**src/rtl/jlsemi_util_clkdiv_ratio_ctrl_pkg.sv**
```systemverilog
`default_nettype none
// ============================================================================
//  Module      : jlsemi_util_clkdiv_pkg
//  Description : Shared definitions for the clock-divider ratio controller:
//                state encoding, minimum legal divide ratio and parameter
//                legality helpers.
//  Revision    : 1.0 - initial release
// ============================================================================
package jlsemi_util_clkdiv_pkg;

    // Smallest ratio the odd/even divider can produce.
    localparam int MIN_DIV = 2;

    // Controller state encoding. Kept as plain constants so that legacy
    // netlists and scripts that probe the raw state vector keep working.
    localparam int STATE_W = 3;
    typedef logic [STATE_W-1:0] state_t;

    localparam state_t c_ST_INIT   = 3'd0;
    localparam state_t c_ST_IDLE   = 3'd1;
    localparam state_t c_ST_DRAIN  = 3'd2;
    localparam state_t c_ST_GATE   = 3'd3;
    localparam state_t c_ST_LOAD   = 3'd4;
    localparam state_t c_ST_SETTLE = 3'd5;
    localparam state_t c_ST_DONE   = 3'd6;

    // The power-on ratio must be a ratio the divider can run and must fit
    // in the ratio field.
    function automatic bit div_default_ok(input int div_default, input int div_w);
        return (div_default >= MIN_DIV) && (div_default < (1 << div_w));
    endfunction

    // Gate-off and settle windows need at least one cycle each so that the
    // divider never sees a load while its output clock is still enabled.
    function automatic bit cycle_cnt_ok(input int cyc);
        return (cyc >= 1);
    endfunction

    // Width needed to count 0..max_cyc-1.
    function automatic int cnt_width(input int max_cyc);
        return (max_cyc > 1) ? $clog2(max_cyc) : 1;
    endfunction

endpackage : jlsemi_util_clkdiv_pkg
`default_nettype wire

```
**src/rtl/jlsemi_util_clkdiv_ratio_ctrl_if.sv**
```systemverilog
`default_nettype none
// ============================================================================
//  Module      : jlsemi_util_clkdiv_ratio_ctrl_if
//  Description : Four-phase ratio-change request channel. The master raises
//                cfg_req with cfg_div; the controller answers with cfg_ack
//                (and cfg_err) and holds them until cfg_req falls.
//  Revision    : 1.0 - initial release
// ============================================================================
interface jlsemi_util_clkdiv_ratio_ctrl_if #(
    parameter int DIV_W = 8
);
    logic             cfg_req;
    logic [DIV_W-1:0] cfg_div;
    logic             cfg_ack;
    logic             cfg_err;

    // Requesting side (software bridge / testbench).
    modport master (
        output cfg_req,
        output cfg_div,
        input  cfg_ack,
        input  cfg_err
    );

    // Controller side.
    modport slave (
        input  cfg_req,
        input  cfg_div,
        output cfg_ack,
        output cfg_err
    );

endinterface : jlsemi_util_clkdiv_ratio_ctrl_if
`default_nettype wire

```
**src/rtl/jlsemi_util_clkdiv_ratio_ctrl_phase_cnt.sv**
```systemverilog
`default_nettype none
// ============================================================================
//  Module      : jlsemi_util_clkdiv_phase_cnt
//  Description : Model of the divider phase. Counts 0..ratio-1 while the
//                output clock is enabled and parks at 0 while it is gated or
//                while the divider is being soft-reset. wrap flags the last
//                phase of a divided-clock period.
//  Revision    : 1.0 - initial release
// ============================================================================
module jlsemi_util_clkdiv_phase_cnt
    import jlsemi_util_clkdiv_pkg::*;
#(
    parameter int DIV_W = 8
) (
    input  logic             clk_in_pre,
    input  logic             rstn_out,
    input  logic             en,
    input  logic [DIV_W-1:0] ratio,
    input  logic             clr,
    output logic [DIV_W-1:0] phase,
    output logic             wrap
);

    logic [DIV_W-1:0] r_phase;
    logic             w_last;

    // Last phase of the current divided-clock period.
    assign w_last = (r_phase == (ratio - DIV_W'(1)));

    // Phase advances only while the clock is running; a gated or cleared
    // divider restarts its period from phase 0.
    always_ff @(posedge clk_in_pre or negedge rstn_out) begin
        if (!rstn_out) begin
            r_phase <= '0;
        end else if (clr || !en) begin
            r_phase <= '0;
        end else if (w_last) begin
            r_phase <= '0;
        end else begin
            r_phase <= r_phase + DIV_W'(1);
        end
    end

    assign phase = r_phase;
    assign wrap  = en && w_last;

endmodule : jlsemi_util_clkdiv_phase_cnt
`default_nettype wire

```
**src/rtl/jlsemi_util_clkdiv_ratio_ctrl.sv**
```systemverilog
`default_nettype none
// ============================================================================
//  Module      : jlsemi_util_clkdiv_ratio_ctrl
//  Description : Runtime divide-ratio controller. Accepts ratio changes on a
//                four-phase handshake, waits for the divided-clock period
//                boundary, gates the output clock, soft-resets the divider,
//                loads the new ratio, settles and re-enables the clock.
//                Same-ratio and illegal (<2) requests are acknowledged
//                immediately without touching the clock.
//  Revision    : 1.0 - initial release
// ============================================================================
module jlsemi_util_clkdiv_ratio_ctrl
    import jlsemi_util_clkdiv_pkg::*;
#(
    parameter int DIV_W       = 8,
    parameter int DIV_DEFAULT = 5,
    parameter int GATE_CYC    = 2,
    parameter int SETTLE_CYC  = 4
) (
    input  logic                             clk_in_pre,
    input  logic                             rstn_out,
    jlsemi_util_clkdiv_ratio_ctrl_if.slave   cfg_if,
    output logic [DIV_W-1:0]                 div_ratio,
    output logic                             div_rstn,
    output logic                             clk_gate_en,
    output logic [DIV_W-1:0]                 phase,
    output logic                             busy
);

    // ------------------------------------------------------------------------
    // Constants
    // ------------------------------------------------------------------------
    localparam int c_CNT_MAX = (GATE_CYC > SETTLE_CYC) ? GATE_CYC : SETTLE_CYC;
    localparam int c_CNT_W   = cnt_width(c_CNT_MAX);

    localparam logic [c_CNT_W-1:0] c_GATE_LAST   = c_CNT_W'(GATE_CYC - 1);
    localparam logic [c_CNT_W-1:0] c_SETTLE_LAST = c_CNT_W'(SETTLE_CYC - 1);
    localparam logic [DIV_W-1:0]   c_DIV_RST     = DIV_W'(DIV_DEFAULT);
    localparam logic [DIV_W-1:0]   c_MIN_DIV     = DIV_W'(MIN_DIV);

    localparam bit c_PARAM_OK = div_default_ok(DIV_DEFAULT, DIV_W) &&
                                cycle_cnt_ok(GATE_CYC) &&
                                cycle_cnt_ok(SETTLE_CYC);

    // Reject illegal parameter sets at elaboration.
    generate
        if (!c_PARAM_OK) begin : g_bad_param
            $error("jlsemi_util_clkdiv_ratio_ctrl: illegal DIV_DEFAULT/GATE_CYC/SETTLE_CYC");
        end
    endgenerate

    // ------------------------------------------------------------------------
    // Registers and wires
    // ------------------------------------------------------------------------
    state_t             r_state;
    state_t             w_state_nxt;
    logic [c_CNT_W-1:0] r_cnt;
    logic [DIV_W-1:0]   r_pend;
    logic [DIV_W-1:0]   r_div_ratio;
    logic               r_div_rstn;
    logic               r_gate_en;
    logic               r_ack;
    logic               r_err;
    logic               r_busy;

    logic               w_accept;
    logic               w_div_bad;
    logic               w_div_same;
    logic               w_wrap;
    logic [DIV_W-1:0]   w_phase;

    // ------------------------------------------------------------------------
    // Phase model of the divider
    // ------------------------------------------------------------------------
    jlsemi_util_clkdiv_phase_cnt #(
        .DIV_W (DIV_W)
    ) u_phase_cnt (
        .clk_in_pre (clk_in_pre),
        .rstn_out   (rstn_out),
        .en         (r_gate_en),
        .ratio      (r_div_ratio),
        .clr        (~r_div_rstn),
        .phase      (w_phase),
        .wrap       (w_wrap)
    );

    // ------------------------------------------------------------------------
    // Request classification
    // ------------------------------------------------------------------------
    // A request is only taken from IDLE with ack low, so a request still held
    // high after its ack can never retrigger.
    assign w_accept   = (r_state == c_ST_IDLE) && cfg_if.cfg_req && !r_ack;
    assign w_div_bad  = (cfg_if.cfg_div < c_MIN_DIV);
    assign w_div_same = (cfg_if.cfg_div == r_div_ratio);

    // Next-state decode for the ratio-change sequence.
    always_comb begin
        w_state_nxt = r_state;
        case (r_state)
            c_ST_INIT: begin
                if (r_cnt == c_SETTLE_LAST) begin
                    w_state_nxt = c_ST_IDLE;
                end
            end
            c_ST_IDLE: begin
                if (w_accept) begin
                    w_state_nxt = (w_div_bad || w_div_same) ? c_ST_DONE : c_ST_DRAIN;
                end
            end
            c_ST_DRAIN: begin
                if (w_wrap) begin
                    w_state_nxt = c_ST_GATE;
                end
            end
            c_ST_GATE: begin
                if (r_cnt == c_GATE_LAST) begin
                    w_state_nxt = c_ST_LOAD;
                end
            end
            c_ST_LOAD: begin
                w_state_nxt = c_ST_SETTLE;
            end
            c_ST_SETTLE: begin
                if (r_cnt == c_SETTLE_LAST) begin
                    w_state_nxt = c_ST_DONE;
                end
            end
            c_ST_DONE: begin
                if (r_ack && !cfg_if.cfg_req) begin
                    w_state_nxt = c_ST_IDLE;
                end
            end
            default: begin
                w_state_nxt = c_ST_IDLE;
            end
        endcase
    end

    // State register.
    always_ff @(posedge clk_in_pre or negedge rstn_out) begin
        if (!rstn_out) begin
            r_state <= c_ST_INIT;
        end else begin
            r_state <= w_state_nxt;
        end
    end

    // Dwell counter for the INIT, GATE and SETTLE windows; restarts on every
    // state change so each window is measured from its own entry edge.
    always_ff @(posedge clk_in_pre or negedge rstn_out) begin
        if (!rstn_out) begin
            r_cnt <= '0;
        end else if (w_state_nxt != r_state) begin
            r_cnt <= '0;
        end else if ((r_state == c_ST_INIT) || (r_state == c_ST_GATE) ||
                     (r_state == c_ST_SETTLE)) begin
            r_cnt <= r_cnt + c_CNT_W'(1);
        end
    end

    // Capture the requested ratio once, at acceptance; later cfg_div changes
    // have no effect on the transaction in flight.
    always_ff @(posedge clk_in_pre or negedge rstn_out) begin
        if (!rstn_out) begin
            r_pend <= '0;
        end else if (w_accept) begin
            r_pend <= cfg_if.cfg_div;
        end
    end

    // Applied ratio changes on the edge that leaves LOAD.
    always_ff @(posedge clk_in_pre or negedge rstn_out) begin
        if (!rstn_out) begin
            r_div_ratio <= c_DIV_RST;
        end else if (r_state == c_ST_LOAD) begin
            r_div_ratio <= r_pend;
        end
    end

    // Divider soft reset is low for exactly the LOAD cycle and high otherwise,
    // including while rstn_out is asserted.
    always_ff @(posedge clk_in_pre or negedge rstn_out) begin
        if (!rstn_out) begin
            r_div_rstn <= 1'b1;
        end else begin
            r_div_rstn <= !((r_state == c_ST_GATE) && (w_state_nxt == c_ST_LOAD));
        end
    end

    // Clock gate: opens at the end of INIT and SETTLE, closes on the period
    // boundary seen in DRAIN.
    always_ff @(posedge clk_in_pre or negedge rstn_out) begin
        if (!rstn_out) begin
            r_gate_en <= 1'b0;
        end else if ((r_state == c_ST_INIT) && (w_state_nxt == c_ST_IDLE)) begin
            r_gate_en <= 1'b1;
        end else if ((r_state == c_ST_DRAIN) && (w_state_nxt == c_ST_GATE)) begin
            r_gate_en <= 1'b0;
        end else if ((r_state == c_ST_SETTLE) && (w_state_nxt == c_ST_DONE)) begin
            r_gate_en <= 1'b1;
        end
    end

    // Handshake response: ack rises with the re-enabled clock on a ratio
    // change, or one cycle after acceptance for same-ratio/illegal requests;
    // both ack and err clear once the requester drops cfg_req.
    always_ff @(posedge clk_in_pre or negedge rstn_out) begin
        if (!rstn_out) begin
            r_ack <= 1'b0;
            r_err <= 1'b0;
        end else if ((r_state == c_ST_SETTLE) && (w_state_nxt == c_ST_DONE)) begin
            r_ack <= 1'b1;
            r_err <= 1'b0;
        end else if ((r_state == c_ST_DONE) && !r_ack) begin
            r_ack <= 1'b1;
            r_err <= (r_pend < c_MIN_DIV);
        end else if ((r_state == c_ST_DONE) && (w_state_nxt == c_ST_IDLE)) begin
            r_ack <= 1'b0;
            r_err <= 1'b0;
        end
    end

    // Busy mirrors the state register: high everywhere except IDLE.
    always_ff @(posedge clk_in_pre or negedge rstn_out) begin
        if (!rstn_out) begin
            r_busy <= 1'b1;
        end else begin
            r_busy <= (w_state_nxt != c_ST_IDLE);
        end
    end

    // ------------------------------------------------------------------------
    // Outputs
    // ------------------------------------------------------------------------
    assign cfg_if.cfg_ack = r_ack;
    assign cfg_if.cfg_err = r_err;
    assign div_ratio      = r_div_ratio;
    assign div_rstn       = r_div_rstn;
    assign clk_gate_en    = r_gate_en;
    assign phase          = w_phase;
    assign busy           = r_busy;

endmodule : jlsemi_util_clkdiv_ratio_ctrl
`default_nettype wire

```
**src/flat_wrapper.sv**
```systemverilog
// flat-port wrapper written by rule: the top's interface ports become plain ports
module jlsemi_util_clkdiv_ratio_ctrl_flat import jlsemi_util_clkdiv_pkg::*;
#(
    parameter int DIV_W       = 8,
    parameter int DIV_DEFAULT = 5,
    parameter int GATE_CYC    = 2,
    parameter int SETTLE_CYC  = 4
)
  (clk_in_pre, rstn_out, div_ratio, div_rstn, clk_gate_en, phase, busy, cfg_if_cfg_req, cfg_if_cfg_div, cfg_if_cfg_ack, cfg_if_cfg_err);
  jlsemi_util_clkdiv_ratio_ctrl_if #(.DIV_W(DIV_W)) cfg_if_i ();
  input  logic clk_in_pre;
  input  logic rstn_out;
  output logic [DIV_W-1:0] div_ratio;
  output logic div_rstn;
  output logic clk_gate_en;
  output logic [DIV_W-1:0] phase;
  output logic busy;
  input wire logic [$bits(cfg_if_i.cfg_req)-1:0] cfg_if_cfg_req;
  input wire logic [$bits(cfg_if_i.cfg_div)-1:0] cfg_if_cfg_div;
  output wire logic [$bits(cfg_if_i.cfg_ack)-1:0] cfg_if_cfg_ack;
  output wire logic [$bits(cfg_if_i.cfg_err)-1:0] cfg_if_cfg_err;
  assign cfg_if_i.cfg_req = cfg_if_cfg_req;
  assign cfg_if_i.cfg_div = cfg_if_cfg_div;
  assign cfg_if_cfg_ack = cfg_if_i.cfg_ack;
  assign cfg_if_cfg_err = cfg_if_i.cfg_err;
  jlsemi_util_clkdiv_ratio_ctrl #(.DIV_W(DIV_W), .DIV_DEFAULT(DIV_DEFAULT), .GATE_CYC(GATE_CYC), .SETTLE_CYC(SETTLE_CYC)) u_core (.clk_in_pre(clk_in_pre), .rstn_out(rstn_out), .cfg_if(cfg_if_i), .div_ratio(div_ratio), .div_rstn(div_rstn), .clk_gate_en(clk_gate_en), .phase(phase), .busy(busy));
endmodule
```
**config.mk**
```make
export PLATFORM = sky130hd
export DESIGN_NAME = jlsemi_util_clkdiv_ratio_ctrl_flat
export DESIGN_NICKNAME = d
export VERILOG_FILES = /design/src/rtl/jlsemi_util_clkdiv_ratio_ctrl_pkg.sv /design/src/rtl/jlsemi_util_clkdiv_ratio_ctrl_if.sv /design/src/rtl/jlsemi_util_clkdiv_ratio_ctrl_phase_cnt.sv /design/src/rtl/jlsemi_util_clkdiv_ratio_ctrl.sv /design/src/flat_wrapper.sv
export SDC_FILE = /design/constraint.sdc
export NUM_CORES = 1
export LEC_CHECK = 0
export CAP_MARGIN = 20
export CORE_ASPECT_RATIO = 2
export CORE_MARGIN = 2
export CORE_UTILIZATION = 45
export CTS_CLUSTER_SIZE = 25
export DETAILED_ROUTE_END_ITERATION = 16
export HOLD_SLACK_MARGIN = 0.08
export MAX_ROUTING_LAYER = met4
export PLACE_DENSITY = 0.8
export RECOVER_POWER = 25
export SLEW_MARGIN = 20
export SYNTH_ARGS = -nofsm -noshare
export SYNTH_HDL_FRONTEND = slang
export SYNTH_SLANG_ARGS = --single-unit
```
**constraint.sdc**
```tcl
create_clock -name clk_in_pre -period 2.81 [get_ports clk_in_pre]
set_input_delay 0.7025 -clock clk_in_pre [delete_from_list [all_inputs] [get_ports clk_in_pre]]
set_output_delay 0.7025 -clock clk_in_pre [all_outputs]
set_load 0.02 [all_outputs]
```
# == After elaboration in Yosys (flattened, before gate mapping) ==
# Cells that the tools add are included.
# classes
bitwise_logic,1
add_sub_neg,3
reduce_logical,22
n_lt_le_gt_ge,2
n_mux,20
eq_ne,16
# op_table
cell,n
$mux W3,7
$pmux W3 S7,1
$eq A8 B8 Y1,2
$lt A8 B2 Y1 const B,2
$mux W8,2
$eq A3 B3 Y1 const B,5
$logic_and A1 B1 Y1,10
$eq A3 B2 Y1 const B,3
$add A8 B1 Y8 const B,1
$mux W1,8
$sub A8 B1 Y8 const B,1
$eq A3 B1 Y1 const B,2
$reduce_bool A3 Y1,2
$logic_not A1 Y1,4
$logic_or A1 B1 Y1,4
$mux W2,2
$logic_not A3 Y1,1
$ne A3 B1 Y1 const B,1
$ne A3 B3 Y1,1
$add A2 B1 Y2 const B,1
$eq A2 B1 Y1 const B,1
$eq A2 B2 Y1 const B,1
$reduce_bool A2 Y1,1
$not A1 Y1,1
# totals
reg_bits,34
wordCells,74
input_bits,11
out_inout_bits,21

# == Longest topological paths before layout ==
# logic_depth
word_depth,10
ltp_mapped,7
depth_no_buf,7

# == By module ==
# A second synthesis with hierarchy kept.
# unflattened
hier_cells,206
area_unflattened_um2,2153.3
# modules_own_cells
module,seq_area_each_um2,cells_each,area_each_um2,instances
jlsemi_util_clkdiv_ratio_ctrl,655.6,127,1452.6,1
jlsemi_util_clkdiv_phase_cnt,200.2,79,700.7,1

# == Worst setup path after synthesis ==
# No wires, ideal clock.
# synth_path
path_type,reg2reg
startpoint,reg u_core.r_div_ratio[1] (netlist: u_core.div_ratio[1])
endpoint,reg u_core.u_phase_cnt.r_phase[2] (netlist: u_core.u_phase_cnt.phase[2])
path_stages_with_launch,8
setup_ns,0.139
path_slack_ns,0.658
t_arrival_ns,2.013
n_path_buf,0
path_cell_list,dfrtp_1 -> inv_1 -> ha_1 -> or3b_1 -> nor4_1 -> o211ai_1 -> a211oi_4 -> nor3_1
# synth_between
elab_chain_cells,4
# synth_lines
element,line_no,rtl
"start, declared",jlsemi_util_clkdiv_ratio_ctrl.sv:59,logic [DIV_W-1:0] r_div_ratio;
"start signal, assigned",jlsemi_util_clkdiv_ratio_ctrl.sv:174,r_div_ratio <= c_DIV_RST;
"start signal, assigned",jlsemi_util_clkdiv_ratio_ctrl.sv:176,r_div_ratio <= r_pend;
$sub A8 B1 Y8,jlsemi_util_clkdiv_ratio_ctrl_phase_cnt.sv:28,assign w_last = (r_phase == (ratio - DIV_W'(1)));
$eq A8 B8 Y1,jlsemi_util_clkdiv_ratio_ctrl_phase_cnt.sv:28,
$mux W8,jlsemi_util_clkdiv_ratio_ctrl_phase_cnt.sv:37,end else if (w_last) begin
$mux W8,jlsemi_util_clkdiv_ratio_ctrl_phase_cnt.sv:35,end else if (clr || !en) begin
"end signal, assigned",jlsemi_util_clkdiv_ratio_ctrl_phase_cnt.sv:40,r_phase <= r_phase + DIV_W'(1);
"end, declared",jlsemi_util_clkdiv_ratio_ctrl_phase_cnt.sv:24,logic [DIV_W-1:0] r_phase;
# Every way passes these cells.
# A chain may end at the register's enable or synchronous reset.

# == Final worst setup path ==
# layout_path
startpoint,reg u_core.r_div_ratio[1] (netlist: u_core.div_ratio[1])
endpoint,reg u_core.u_phase_cnt.r_phase[4] (netlist: u_core.u_phase_cnt.phase[4])
# Same word-level chain as after synthesis.

==> impl_metrics.json <==
{
  "clock-root-buffer": "clkbuf_8",
  "antenna_found_initial": 0,
  "min_path_type": "flop to flop",
  "fin_setup_tns_ns": 0,
  "async_flop_share_pct": 100.0,
  "grt_pass1_wl_mm": 7.700,
  "synth_fp_nets": 214,
  "synth_adder_area_share_pct": 2.432,
  "worst_slew_pin_slew_ns": 0.8190,
  "ctsHtreeMaxLevel": 2,
  "combPwrFrac_pct": 48.8,
  "slew_headroom_pct": 45.40,
  "ctsResizeCount": 0,
  "setup_ws_ns": 0.4857,
  "synth_flop_cell": "dfrtp_1",
  "drc_errors": 0,
  "postRouteAntennaNets": 0,
  "area_delta_synth_final_pct": 22.74,
  "crit_buf_inv": 1,
  "fmax_mhz": 430.2,
  "max_cap_violations": 0,
  "rsz0062_at_grt": "no",
  "clock-sinks": 34,
  "power_switching_uw": 1228,
  "critPathMaxStageDelay_ns": 0.43,
  "pwr-share-clk_pct": 15.0,
  "fp.dieW_um": 51.82,
  "path_delay_family": "simple AND/OR/NAND/NOR gates",
  "cts_buffers": 5,
  "cts_tree": "built",
  "grt_max_degree": 35,
  "dp_hpwl_mm": 3.500,
  "power.total_uw": 2907,
  "crit_type": "flop to flop",
  "worst-path-stages": 7,
  "synth-seq-area-share_pct": 41.58,
  "clock-skew-final_ns": 0.005599,
  "synth_edf_count": 0,
  "drv_slew": 0,
  "rows": 34,
  "die_area_um2": 5163,
  "port_buffers": 31,
  "required_ns": 2.96,
  "clk_path_buf_depth": 2,
  "via_count": 1674,
  "drive_gt1_share_pct": 17.09,
  "ios": 32,
  "synth_simple_gate_area_share_pct": 21.34,
  "internal-power_uw": 1678,
  "gr-usage-all-layers_pct": 20.22,
  "synth_top_family_by_area": "simple AND/OR/NAND/NOR gates",
  "avgViaCountPerCell": 5.813,
  "r2r_cells": 7,
  "synth-xor-area-share_pct": 9.787,
  "fin_area_um2": 2526,
  "fin_crit_sh_pct": 82.72,
  "cp_max_fo": 9,
  "gp_congestion": 0.8960,
  "die_height_um": 99.64,
  "crit_path_start_kind": "flop",
  "path_cells": "inv_1 > ha_1 > or3b_1 > nor4_1 > o211ai_1 > a211oi_4 > nor3_1",
  "nNetsFinal": 248,
  "ys_types": 53,
  "end_kind": "flop",
  "yosys-mux-area-fraction_pct": 8.146,
  "firstDrtPassIters": 4,
  "cts_setup_buffers": 0,
  "final_cell_mix": "clkdlybuf4s50_1 (30), dfrtp_1 (30), xnor2_1 (15), mux2_2 (14), nor3_1 (11)",
  "syn_avg_cell_area_um2": 10.34,
  "hold_buffers": 0,
  "antennaDiodeCount": 0,
  "whs_ns": 0.4994,
  "clkSlewWorstSetupHoldPaths_ns": 0.07,
  "hold_viol": 0,
  "postPlaceCellArea_um2": 2420,
  "synthCells": 199,
  "seqPwrFrac_pct": 36.2,
  "ys_warn_count": 0,
  "dp_slack_ns": 0.5120,
  "peakVddDrop_mv": 0.5766,
  "clk_latency_ns": 0.29,
  "synth-seq-cells": 34,
  "layout_min_cycle_time_ns": 2.324,
  "start_util_pct": 46.97,
  "wl_per_cell_um": 15.81,
  "core_area_um2": 4382,
  "wirelength_mm": 4.552,
  "drtIter0Drc": 14,
  "swShare_pct": 42.26,
  "p_leak_uw": 0.0009847,
  "grt_pass1_vias": 1701,
  "setup_viol": 0,
  "p_per_area_nw_per_um2": 1151,
  "gr-total-overflow": 0,
  "worst-endpoint-arrival_ns": 2.47,
  "status": "finished clean",
  "crit_path_top_delay_cell": "dfrtp_1",
  "hold_depth": 2,
  "syn-cell-area_um2": 2058,
  "synth_compound_area_share_pct": 13.92
}
## worst paths after layout
kind / slack, ns / to / from
hold reg to reg: 0.50 / u_core.div_ratio[0] / u_core.r_pend[0]
setup reg to reg: 0.49 / u_core.u_phase_cnt.phase[4] / u_core.div_ratio[1]
min in group asynchronous: 1.03 / u_core.r_pend[0] / rstn_out
max in group asynchronous: 1.26 / u_core.u_phase_cnt.phase[0] / rstn_out
hold / removal: 0.50 / u_core.div_ratio[0] / u_core.r_pend[0]
setup / recovery: 0.49 / u_core.u_phase_cnt.phase[4] / u_core.div_ratio[1]
## cell type report
cell class | instances | area [um^2]
Multi-Input combinational cell | 152 | 1145
Sequential cell | 34 | 855.8
Clock buffer | 5 | 68.82
Fill cell | 415 | 1856
Timing Repair Buffer | 33 | 322.8
Clock inverter | 3 | 40.04
Tap cell | 54 | 67.56
Inverter | 7 | 26.28
## cell usage after synthesis, drive strengths merged (2+ instances only)
master | count | area, um^2
dfrtp | 30 | 750.7
xnor2 | 15 | 131.4
mux2 | 14 | 157.7
nor3 | 14 | 85.08
o21ai | 12 | 60.06
nor2 | 9 | 33.78
nand2 | 8 | 30.03
nand3 | 8 | 40.04
xor2 | 8 | 70.07
a211oi | 7 | 75.07
a21oi | 7 | 38.79
inv | 7 | 26.28
nand2b | 5 | 31.28
nor4 | 5 | 46.29
clkbuf | 4 | 15.01
dfstp | 4 | 105.1
ha | 4 | 50.05
nor3b | 4 | 35.03
and3 | 3 | 18.77
buf | 2 | 16.26
nand3b | 2 | 15.01
nand4 | 2 | 12.51
nor2b | 2 | 12.51
or3b | 2 | 17.52
## power groups by stage
stage / Combinational, uW / Clock (uW) / Sequential, uW
floorplan: 963 / 0 / 1040
global placement: 1390 / 0 / 1060
detailed placement: 1420 / 0 / 1060
CTS: 1430 / 447 / 1050
global route: 1550 / 467 / 1100
finish: 1420 / 436 / 1050
## per-stage QoR
stage | utilization, % | instances
after CTS | 57.71 | 288
final | 57.65 | 288
after detailed placement | 55.23 | 280
after global routing | 57.65 | 288
after global placement | 55.23 | 280
after floorplan | - | 199
## registers in the layout (all words and copies together), names as in the netlist
register / flops
u_core.r_pend: 8
u_core.cfg_if.cfg_ack: 1
u_core.r_state: 3
u_core.div_ratio: 8
u_core.div_rstn: 1
u_core.u_phase_cnt.phase: 8
u_core.clk_gate_en: 1
u_core.r_cnt: 2
u_core.cfg_if.cfg_err: 1
u_core.busy: 1
## worst reg2reg max path, cell delays in order, from the launching register on
cell and delay, ns:
dfrtp_1 0.43, inv_1 0.10, ha_1 0.21, or3b_1 0.41, nor4_1 0.33, o211ai_1 0.18, a211oi_4 0.41, nor3_1 0.13
## layer usage
layer  vias up  part of all wire, %  track usage (%)
li1        796                    -                -
met1       811                   36            19.57
met2        47                   57            36.32
met3        20                  2.5            2.102
met4         0                  4.7            12.55
met5         -                    0                -
## cell families after synthesis
kind of cell | after synthesis
xor gates and xnor gates | 23
muxes | 15
AOI/OAI and AO/OA | 39
DFF | 34
buffers and inverters | 13
adders and majority gates | 4
and+or+nand+nor | 71
(Power assumes the default switching activity.)
